--- src/rtl/wb_arbiter.sv ---
// Two-master, one-slave Wishbone arbiter.
// Round-robin grant locked for the whole cyc burst, plus a stall watchdog
// that terminates a hung strobe with an error to the granted master.
module wb_arbiter #(
  parameter int unsigned TIMEOUT   = 255,
  parameter int unsigned CNT_WIDTH = 16
) (
  input  logic        clk_i,
  input  logic        rst_i,
  // master 0
  input  logic        m0_cyc_i,
  input  logic        m0_stb_i,
  input  logic        m0_we_i,
  input  logic [31:0] m0_adr_i,
  input  logic [3:0]  m0_sel_i,
  input  logic [31:0] m0_dat_i,
  output logic [31:0] m0_dat_o,
  output logic        m0_ack_o,
  output logic        m0_err_o,
  output logic        m0_rty_o,
  // master 1
  input  logic        m1_cyc_i,
  input  logic        m1_stb_i,
  input  logic        m1_we_i,
  input  logic [31:0] m1_adr_i,
  input  logic [3:0]  m1_sel_i,
  input  logic [31:0] m1_dat_i,
  output logic [31:0] m1_dat_o,
  output logic        m1_ack_o,
  output logic        m1_err_o,
  output logic        m1_rty_o,
  // slave side
  output logic        s_cyc_o,
  output logic        s_stb_o,
  output logic        s_we_o,
  output logic [31:0] s_adr_o,
  output logic [3:0]  s_sel_o,
  output logic [31:0] s_dat_o,
  input  logic [31:0] s_dat_i,
  input  logic        s_ack_i,
  input  logic        s_err_i,
  input  logic        s_rty_i,
  // grant status
  output logic [1:0]  gnt_o
);

  typedef enum logic [1:0] {
    ST_IDLE = 2'd0,
    ST_GNT0 = 2'd1,
    ST_GNT1 = 2'd2
  } state_t;

  // The counter holds completed stall cycles, so the current stall cycle is
  // r_cnt+1; the watchdog fires on the TIMEOUT-th consecutive stall cycle.
  localparam logic [CNT_WIDTH-1:0] LP_CNT_LAST = CNT_WIDTH'(TIMEOUT - 1);

  state_t               r_state;
  logic                 r_last_gnt;
  logic [CNT_WIDTH-1:0] r_cnt;
  logic [1:0]           r_gnt;

  logic w_sel0;
  logic w_sel1;
  logic w_cyc;
  logic w_stb;
  logic w_term;
  logic w_stall;
  logic w_timeout;

  assign w_sel0    = (r_state == ST_GNT0);
  assign w_sel1    = (r_state == ST_GNT1);
  assign w_cyc     = (w_sel0 & m0_cyc_i) | (w_sel1 & m1_cyc_i);
  assign w_stb     = (w_sel0 & m0_stb_i) | (w_sel1 & m1_stb_i);
  assign w_term    = s_ack_i | s_err_i | s_rty_i;
  assign w_stall   = w_stb & ~w_term;
  assign w_timeout = w_stall & (r_cnt == LP_CNT_LAST);

  // Slave-side mux: follows the granted master, all zero when idle
  assign s_cyc_o = w_cyc;
  assign s_stb_o = w_stb & ~w_timeout;
  assign s_we_o  = (w_sel0 & m0_we_i) | (w_sel1 & m1_we_i);
  assign s_adr_o = w_sel0 ? m0_adr_i : (w_sel1 ? m1_adr_i : 32'h0);
  assign s_sel_o = w_sel0 ? m0_sel_i : (w_sel1 ? m1_sel_i : 4'h0);
  assign s_dat_o = w_sel0 ? m0_dat_i : (w_sel1 ? m1_dat_i : 32'h0);

  // Master-side return paths: terminations gated by the master's own strobe
  assign m0_dat_o = w_sel0 ? s_dat_i : 32'h0;
  assign m0_ack_o = w_sel0 & m0_stb_i & s_ack_i;
  assign m0_err_o = w_sel0 & ((m0_stb_i & s_err_i) | w_timeout);
  assign m0_rty_o = w_sel0 & m0_stb_i & s_rty_i;

  assign m1_dat_o = w_sel1 ? s_dat_i : 32'h0;
  assign m1_ack_o = w_sel1 & m1_stb_i & s_ack_i;
  assign m1_err_o = w_sel1 & ((m1_stb_i & s_err_i) | w_timeout);
  assign m1_rty_o = w_sel1 & m1_stb_i & s_rty_i;

  assign gnt_o = r_gnt;

  // Arbitration FSM, grant register and watchdog counter
  always_ff @(posedge clk_i or posedge rst_i) begin
    if (rst_i) begin
      r_state    <= ST_IDLE;
      r_last_gnt <= 1'b1;
      r_cnt      <= '0;
      r_gnt      <= 2'b00;
    end else begin
      case (r_state)
        ST_IDLE: begin
          r_cnt <= '0;
          if (m0_cyc_i && m1_cyc_i) begin
            if (r_last_gnt) begin
              r_state <= ST_GNT0;
              r_gnt   <= 2'b01;
            end else begin
              r_state <= ST_GNT1;
              r_gnt   <= 2'b10;
            end
          end else if (m0_cyc_i) begin
            r_state <= ST_GNT0;
            r_gnt   <= 2'b01;
          end else if (m1_cyc_i) begin
            r_state <= ST_GNT1;
            r_gnt   <= 2'b10;
          end
        end
        ST_GNT0: begin
          if (!m0_cyc_i) begin
            r_state    <= ST_IDLE;
            r_last_gnt <= 1'b0;
            r_gnt      <= 2'b00;
            r_cnt      <= '0;
          end else begin
            r_cnt <= (w_stall && !w_timeout) ? r_cnt + 1'b1 : '0;
          end
        end
        ST_GNT1: begin
          if (!m1_cyc_i) begin
            r_state    <= ST_IDLE;
            r_last_gnt <= 1'b1;
            r_gnt      <= 2'b00;
            r_cnt      <= '0;
          end else begin
            r_cnt <= (w_stall && !w_timeout) ? r_cnt + 1'b1 : '0;
          end
        end
        default: begin
          r_state <= ST_IDLE;
          r_gnt   <= 2'b00;
          r_cnt   <= '0;
        end
      endcase
    end
  end

endmodule

--- config.mk ---
export PLATFORM = sky130hd
export DESIGN_NAME = wb_arbiter
export DESIGN_NICKNAME = d
export VERILOG_FILES = /design/src/rtl/wb_arbiter.sv
export SDC_FILE = /design/constraint.sdc
export NUM_CORES = 1
export LEC_CHECK = 0
export CAP_MARGIN = 20
export CORE_AREA = 5 5 123 125
export CTS_CLUSTER_DIAMETER = 120
export DETAILED_ROUTE_END_ITERATION = 7
export DIE_AREA = 0 0 128 130
export GPL_TIMING_DRIVEN = 0
export PLACE_DENSITY = 0.7
export SKIP_LAST_GASP = 1
export SYNTH_ARGS = -nofsm -noshare
export SYNTH_HDL_FRONTEND = slang
export SYNTH_SLANG_ARGS = --single-unit
--- constraint.sdc ---
create_clock -name clk_i -period 2.97 [get_ports clk_i]
set_clock_uncertainty 0.1 [all_clocks]
set_input_delay 0.594 -clock clk_i [delete_from_list [all_inputs] [get_ports clk_i]]
set_output_delay 0.594 -clock clk_i [all_outputs]
set_load 0.02 [all_outputs]
After elaboration in Yosys (flattened, before gate mapping)
Cells that the tools add are included.
{"block": "op_classes", "n_addsub": 1, "eq_ne": 6, "muxes": 22, "bitwise": 26, "n_reduce_logical": 7}
{"cell": "32-bit 2-to-1 mux", "n": 6}
{"cell": "16-bit 2-to-1 mux", "n": 3}
{"cell": "16-bit case mux with 2 select lines", "n": 1}
{"cell": "1-bit bitwise AND", "n": 17}
{"cell": "16-bit by 1-bit adder with 16-bit output, second input constant", "n": 1}
{"cell": "16-bit by 8-bit == test with 1-bit output, second input constant", "n": 1}
{"cell": "2-bit 2-to-1 mux", "n": 6}
{"cell": "4-bit 2-to-1 mux", "n": 2}
{"cell": "1-bit bitwise OR", "n": 7}
{"cell": "2-bit case mux with 3 select lines", "n": 1}
{"cell": "3-bit AND reduction", "n": 2}
{"cell": "2-bit inequality test, second input constant", "n": 2}
{"cell": "4-bit inequality test, second input constant", "n": 1}
{"cell": "2-bit by 1-bit == test with 1-bit output, second input constant", "n": 1}
{"cell": "2-bit == test, second input constant", "n": 1}
{"cell": "1-bit logical AND", "n": 2}
{"cell": "2-bit zero test", "n": 1}
{"cell": "1-bit 2-to-1 mux", "n": 2}
{"cell": "1-bit inverter", "n": 2}
{"cell": "1-bit case mux with 2 select lines", "n": 1}
{"cell": "2-bit nonzero test", "n": 1}
{"cell": "1-bit zero test", "n": 1}
{"block": "word_totals", "regBits": 19}

Logic depth before layout (Yosys ltp)
Gate-level depths: netlist (run 1).
{"block": "logic_depth", "word_depth": 10, "ltp_mapped": 8}

Worst setup path after synthesis (run 1)
Ideal clock, no wire load.
{"block": "synth_path", "path_kind": "reg-to-output", "from": "register, netlist name gnt_o[1]", "to": "output s_dat_o[11]", "arrival_ns": 1.752, "t_required_ns": 2.276, "setup_slack_ns": 0.524, "stages_incl_launch_ff": 8, "path_buffers": 3, "path_cell_list": "dfrtp_1 inv_1 ha_1 buf_2 nor2_1 buf_2 buf_2 a22o_1"}
{"element": "end: declaration", "line_no": "38", "rtl": "output logic [31:0] s_dat_o,"}

Worst setup path after layout (run 1)
{"block": "layout_path", "from": "input s_err_i", "to": "output m1_err_o"}
{"block": "layout_between", "elab_chain_cells": 7, "word_cells_on_any_way": 8, "cone_classes": "bitwise: 8"}
{"element": "start: declaration", "line_no": "41", "rtl": "input logic s_err_i,"}
{"element": "1-bit bitwise OR (2 in a row)", "line_no": "74", "rtl": "assign w_term = s_ack_i | s_err_i | s_rty_i;"}
{"element": "1-bit inverter", "line_no": "75", "rtl": "assign w_stall = w_stb & ~w_term;"}
{"element": "1-bit bitwise AND", "line_no": "75"}
{"element": "1-bit bitwise AND", "line_no": "76", "rtl": "assign w_timeout = w_stall & (r_cnt == LP_CNT_LAST);"}
{"element": "1-bit bitwise OR (*)", "line_no": "94", "rtl": "assign m1_err_o = w_sel1 & ((m1_stb_i & s_err_i) | w_timeout);"}
{"element": "1-bit bitwise AND (*)", "line_no": "94"}
{"element": "end: declaration", "line_no": "30", "rtl": "output logic m1_err_o,"}
Mark *: on every way between the ends. The rest lies on a longest branch, timed or not.

==> results of run 1 <==
## path summary, 6_finish.rpt
path | start | endpoint | slack [ns] | cells after the start
worst max-delay path | s_err_i | m1_err_o | 0.05 | 5
max in group asynchronous | rst_i | gnt_o[1]$_DFFE_PP0P_ | 1.62 | 2
min in group asynchronous | rst_i | r_cnt[13]$_DFF_PP0_ | 0.66 | 2
worst min register to register | r_cnt[0]$_DFF_PP0_ | r_cnt[0]$_DFF_PP0_ | 0.41 | 1
worst min-delay path | r_cnt[0]$_DFF_PP0_ | r_cnt[0]$_DFF_PP0_ | 0.41 | 1
worst max register to register | gnt_o[0]$_DFFE_PP0P_ | r_cnt[7]$_DFF_PP0_ | 0.95 | 7
## metal layers
layer  up-vias  global-route usage  share of wire
met5         -                   0              0
met4         0              0.0325          0.021
met3        21              0.0405          0.068
met2       158               0.304           0.49
met1      1632               0.234           0.42
li1       1649                   -              -
## sequential cells by signal (all words and copies together) (netlist names)
register	cells
gnt_o	2
r_cnt	16
r_last_gnt	1
## area by class of cell
class,instances,area [sq um],share of cell area
Tap cell,180,225,0.0398
Multi-Input combinational cell,223,1600,0.283
Clock inverter,1,5.00,0.000885
Buffer,24,164,0.0290
Timing Repair Buffer,321,3080,0.544
Sequential cell,19,478,0.0846
Inverter,8,30.0,0.00531
Clock buffer,3,75.1,0.0133
## repair_timing
| item | CTS | global route |
|---|---|---|
| gates cloned | 0 | 0 |
| gates resized for setup | 167 | 35 |
| endpoints found under the setup margin | 126 | 54 |
| pin swaps | 0 | 1 |
## metrics by stage
step / cell area, sq um / std cells / hold WS, ns / setup TNS [ns] / util
finish: 5650 / 779 / 0.414 / 0 / 0.410
global route: 5650 / 779 / 0.450 / -0.0399 / 0.410
CTS: 5670 / 779 / 0.417 / -0.166 / 0.412
detailed placement: 5630 / 775 / 0.410 / -26.49 / 0.409
global placement: 5630 / 775 / 0.393 / -23.23 / 0.409
floorplan: 2190 / 274 / 0.368 / 0 / -
## synth_stat cells
cell	instances	share of area
nand2b_1	1	0.0029
or3_4	1	0.0051
or3_1	2	0.0057
xnor2_1	9	0.036
a22o_1	69	0.28
and2_1	64	0.18
o22ai_1	1	0.0029
nand3_1	5	0.011
o21ai_2	1	0.0040
buf_6	1	0.0051
inv_1	8	0.014
o21ai_0	2	0.0046
nand4_2	1	0.0057
nor2_1	21	0.036
nand4_1	7	0.020
and3_1	5	0.014
clkbuf_1	18	0.031
nand2_1	7	0.012
nor3_1	2	0.0046
dfstp_2	1	0.012
and4_1	1	0.0040
a21oi_2	2	0.0080
nor4b_1	1	0.0040
nor4_1	4	0.011
a21oi_1	2	0.0046
ha_1	5	0.029
xor2_1	5	0.020
nor2b_1	1	0.0029
a22oi_1	2	0.0068
dfrtp_1	18	0.21
o31ai_1	1	0.0034
and4bb_2	1	0.0057
buf_2	5	0.011
## cells by family after synthesis
family | Yosys count
AND/OR/NAND/NOR | 124
AO/OA/AOI/OAI | 80
buffers and inverters | 32
flip-flops | 19
XOR/XNOR | 14
adder cells (fa/ha/maj) | 5
## worst reg2reg max path, stage by stage, from the launching register on
cell     delay, ns
dfrtp_1       0.41
inv_1         0.11
ha_1          0.17
inv_1         0.13
o21ai_2       0.36
nand4_2       0.28
buf_6         0.23
nor2_1        0.15
## report_power, final
| part | switching [uW] | internal [uW] | leakage, uW |
|---|---|---|---|
| registers | 19.0 | 285 | 0.000259 |
| logic | 1940 | 1430 | 0.00238 |
| clock network | 94.5 | 180 | 0.0000409 |
==> results.sh, run 1 <==
export IMPL_status="complete, no violations"
export IMPL_rsz0062_at_grt="yes"
export IMPL_critical_path_buf_inv_count=2
export IMPL_grt_usage=0.178
export IMPL_postRouteWirelength_um=16400
export IMPL_arrival_ns=2.22
export IMPL_crit_path_top_delay_cell="clkdlybuf4s50_1"
export IMPL_synthMuxAreaShare=0
export IMPL_postRouteAntennaNets=0
export IMPL_die_area_sq_um=16600
export IMPL_grt_max_degree=20
export IMPL_finalCritPeriodShare=0.982
export IMPL_synthAdderAreaFrac=0.0285
export IMPL_fp_dieH_um=130
export IMPL_syn_avg_cell_area_sq_um=8.01
export IMPL_slew_headroom=0.528
export IMPL_cp_top_family="simple AND/OR/NAND/NOR gates"
export IMPL_cellLeakagePower_uw=0.00268
export IMPL_layout_common_cells="212 x clkdlybuf4s50_1, 79 x dlygate4sd2_1, 68 x a22o_1"
export IMPL_finalCriticalPeriod_ns=2.92
export IMPL_synthSimpleGateAreaFrac=0.328
export IMPL_cts_tree="yes"
export IMPL_place_congestion=0.910
export IMPL_critPathKind="in -> out"
export IMPL_ys_types=33
export IMPL_path_clk_slew_ns=0.05
export IMPL_cts_sinks=19
export IMPL_initial_core_util=0.159
export IMPL_final_hold_viol_count=0
export IMPL_num_rows=43
export IMPL_fin_ws_ns=0.0536
export IMPL_finalNetCount=784
export IMPL_finalPower_uw=3950
export IMPL_synthCells=274
export IMPL_netlist_area_sq_um=2190
export IMPL_cts_setup_buffers=0
export IMPL_fill_cells=1402
export IMPL_cts_path_max_buffers=2
export IMPL_clk_latency_ns=0.25
export IMPL_cts_hold_buf=0
export IMPL_post_route_drc_count=0
export IMPL_critPathMaxStageDelay_ns=0.46
export IMPL_drv_slew=0
export IMPL_crit_top_cell="or3_4"
export IMPL_antenna_found_initial=0
export IMPL_vias=3460
export IMPL_synth_top_family_by_area="simple AND/OR/NAND/NOR gates"
export IMPL_grt_pass1_vias=3652
export IMPL_finalSetupViolCount=0
export IMPL_layout_commonest_cell="clkdlybuf4s50_1"
export IMPL_synth_yosys_seq_area_share=0.217
export IMPL_synth_compound_area_share=0.310
export IMPL_drv_cap=0
export IMPL_core_sq_um=13800
export IMPL_crit_chain="clkdlybuf4s50_1 > or3_4 > or3_4 > a21oi_2 > buf_2"
export IMPL_first_iter_violations=156
export IMPL_power_density_nw_per_um2=699
export IMPL_dp_hpwl_um=14100
export IMPL_ioPinCount=322
export IMPL_numPortBuffers=321
export IMPL_irDropWorstVdd_v=0.000389
export IMPL_worstPathRequired_ns=2.28
export IMPL_drive_gt1_frac=0.0985
export IMPL_yosys_warnings=0
export IMPL_htreeDepth=1
export IMPL_die_w_um=128
export IMPL_drtPass1Iterations=4
export IMPL_critPathCaptureType="output port"
export IMPL_numCtsBuffers=3
export IMPL_grt_overflow_total=0
export IMPL_vias_per_cell=4.44
export IMPL_routedWlPerCell_um=21.0
export IMPL_synth_nets=458
export IMPL_grt_pass1_wl_um=22700
export IMPL_crit_fanout=3
export IMPL_tightest_slew_ns=0.708
export IMPL_synth_xor_area_frac=0.0559
export IMPL_antenna_cells=0
export IMPL_synth_seq_cells=19
export IMPL_min_path_type="reg -> reg"
export IMPL_root_buffer="clkbuf_16"
export IMPL_fmax_mhz=343
export IMPL_start_kind="input port"
export IMPL_areaGrowthSynthToFinish_pct=158
export IMPL_place_ws_ns=-0.675
(Power assumes the default switching activity.)
==> run 2, diff against run 1 <==
--- a/config.mk
+++ b/config.mk
@@ -5,7 +5,6 @@
 export SDC_FILE = /design/constraint.sdc
 export NUM_CORES = 1
 export LEC_CHECK = 0
-export CAP_MARGIN = 20
 export CORE_AREA = 5 5 123 125
 export CTS_CLUSTER_DIAMETER = 120
 export DETAILED_ROUTE_END_ITERATION = 7
==> results of run 2 <==
The final DEF is identical to that of run 1; final timing and power are the same.
==> run 3, diff against run 2 <==
--- a/config.mk
+++ b/config.mk
@@ -11,6 +11,7 @@
 export DIE_AREA = 0 0 128 130
 export GPL_TIMING_DRIVEN = 0
 export PLACE_DENSITY = 0.7
+export SKIP_CTS_REPAIR_TIMING = 1
 export SKIP_LAST_GASP = 1
 export SYNTH_ARGS = -nofsm -noshare
 export SYNTH_HDL_FRONTEND = slang
==> run 3 against run 2 <==
Effect of this change:
- the flow now finishes with violations (setup timing)
- critical path depth up 3
- worst hold slack gained 0.00075 ns
- sequential cell count unchanged
- largest power group unchanged
- highest routed layer unchanged
==> results.sh, run 3 (synthesis gave the netlist of run 1 again) <==
export IMPL_status="finished with violations"
export IMPL_violations="setup timing"
export IMPL_antenna_found_initial=0
export IMPL_cts_path_max_buffers=2
export IMPL_grt_usage=0.179
export IMPL_fmax_mhz=331
export IMPL_rsz0062_at_grt="yes"
export IMPL_start_kind="register"
export IMPL_power_density_nw_per_um2=699
export IMPL_drive_gt1_frac=0.0918
export IMPL_final_hold_viol_count=0
export IMPL_dp_hpwl_um=14100
export IMPL_multi_input_area_sq_um=1600
export IMPL_tightest_slew_ns=0.709
export IMPL_cts_sinks=19
export IMPL_slew_headroom=0.527
export IMPL_initial_core_util=0.159
export IMPL_post_route_drc_count=0
export IMPL_worstPathRequired_ns=2.28
export IMPL_largest_reg_flops=16
export IMPL_fill_cells=1356
export IMPL_arrival_ns=2.32
export IMPL_num_rows=43
export IMPL_finalCriticalPeriod_ns=3.02
export IMPL_place_inst=775
export IMPL_drv_slew=0
export IMPL_root_buffer="clkbuf_16"
export IMPL_layout_cells_non_filler=779
export IMPL_crit_fanout=10
export IMPL_drtPass1Iterations=4
export IMPL_numPortBuffers=321
export IMPL_htreeDepth=1
export IMPL_postPlaceCellArea_sq_um=5630
export IMPL_cellLeakagePower_uw=0.00366
export IMPL_clk_latency_ns=0.25
export IMPL_postRouteAntennaNets=0
export IMPL_min_path_type="reg -> reg"
export IMPL_die_area_sq_um=16600
export IMPL_antenna_cells=0
export IMPL_layout_common_cells="217 x clkdlybuf4s50_1, 88 x dlymetal6s2s_1, 67 x a22o_1"
export IMPL_fin_ws_ns=-0.0481
export IMPL_place_congestion=0.910
export IMPL_routedWlPerCell_um=21.4
export IMPL_critPathKind="reg -> out"
export IMPL_grt_pass1_vias=3647
export IMPL_drv_cap=0
export IMPL_design_area_sq_um=5930
export IMPL_core_sq_um=13800
export IMPL_grt_pass1_wl_um=22800
export IMPL_vias_per_cell=4.50
export IMPL_first_iter_violations=170
export IMPL_areaGrowthSynthToFinish_pct=170
export IMPL_regMostFlops="r_cnt"
export IMPL_ioPinCount=322
export IMPL_seqCellArea_sq_um=478
export IMPL_finalNetCount=784
export IMPL_irDropWorstVdd_v=0.000389
export IMPL_numCtsBuffers=3
export IMPL_cts_tree="yes"
export IMPL_vias=3507
export IMPL_critPathCaptureType="output port"
export IMPL_grt_max_degree=20
export IMPL_hold_slack_ns=0.415
export IMPL_die_w_um=128
export IMPL_rrSetupSlack_ns=0.95
export IMPL_grt_overflow_total=0
export IMPL_fp_dieH_um=130
export IMPL_path_clk_slew_ns=0.05
export IMPL_postRouteWirelength_um=16700
export IMPL_layout_commonest_cell="clkdlybuf4s50_1"
export IMPL_finalCritPeriodShare=1.02
export IMPL_finalSetupViolCount=7
run 3: path summary, 6_finish.rpt:
check                                     start              endpoint  depth (start not counted)
max                        gnt_o[1]$_DFFE_PP0P_           s_dat_o[29]                          8
min                          r_cnt[0]$_DFF_PP0_    r_cnt[0]$_DFF_PP0_                          1
max reg2reg                gnt_o[0]$_DFFE_PP0P_    r_cnt[7]$_DFF_PP0_                          7
min reg2reg                  r_cnt[0]$_DFF_PP0_    r_cnt[0]$_DFF_PP0_                          1
max in group asynchronous                 rst_i  gnt_o[1]$_DFFE_PP0P_                          2
min in group asynchronous                 rst_i   r_cnt[13]$_DFF_PP0_                          2
run 3: worst max-delay path: stages, from the launching register on:
cell and delay (ns):
dfrtp_2 0.40, inv_1 0.07, ha_1 0.17, clkbuf_4 0.20, nor2_4 0.18, buf_4 0.20
clkbuf_4 0.23, a22o_1 0.27, dlymetal6s2s_1 0.34
run 3: cell type report:
cell class	count	share of cell area
Tap cell	180	0.0380
Clock buffer	3	0.0127
Inverter	8	0.00506
Buffer	24	0.0268
Sequential cell	19	0.0806
Multi-Input combinational cell	223	0.270
Clock inverter	1	0.000844
Timing Repair Buffer	321	0.566
run 3: per-stage QoR:
step / utilization / setup slack (ns) / total power [uW] / setup TNS, ns
after global routing: 0.431 / -0.216 / 4370 / -1.47
after detailed placement: 0.409 / -0.675 / 3970 / -26.49
after CTS: 0.415 / -0.962 / 4280 / -56.20
final: 0.431 / -0.0481 / 4150 / -0.180
after floorplan: - / 0.524 / 2050 / 0
after global placement: 0.409 / -0.630 / 3950 / -23.23
run 3: metal layers:
| layer | part of all wire | wire, um | global-route usage | vias up |
|---|---|---|---|---|
| met2 | 0.49 | 8130 | 0.304 | 168 |
| met3 | 0.069 | 1150 | 0.0413 | 27 |
| met5 | 0 | 0 | 0 | - |
| li1 | - | - | - | 1651 |
| met4 | 0.023 | 391 | 0.0325 | 0 |
| met1 | 0.42 | 6980 | 0.235 | 1661 |
run 3: power by group:
group / total, uW / switching, uW / internal, uW / leakage, uW
Clock: 275 / 94.9 / 180 / 0.0000409
Sequential: 304 / 19.1 / 285 / 0.000259
Combinational: 3570 / 1940 / 1620 / 0.00336
Total: 4150 / 2060 / 2090 / 0.00366
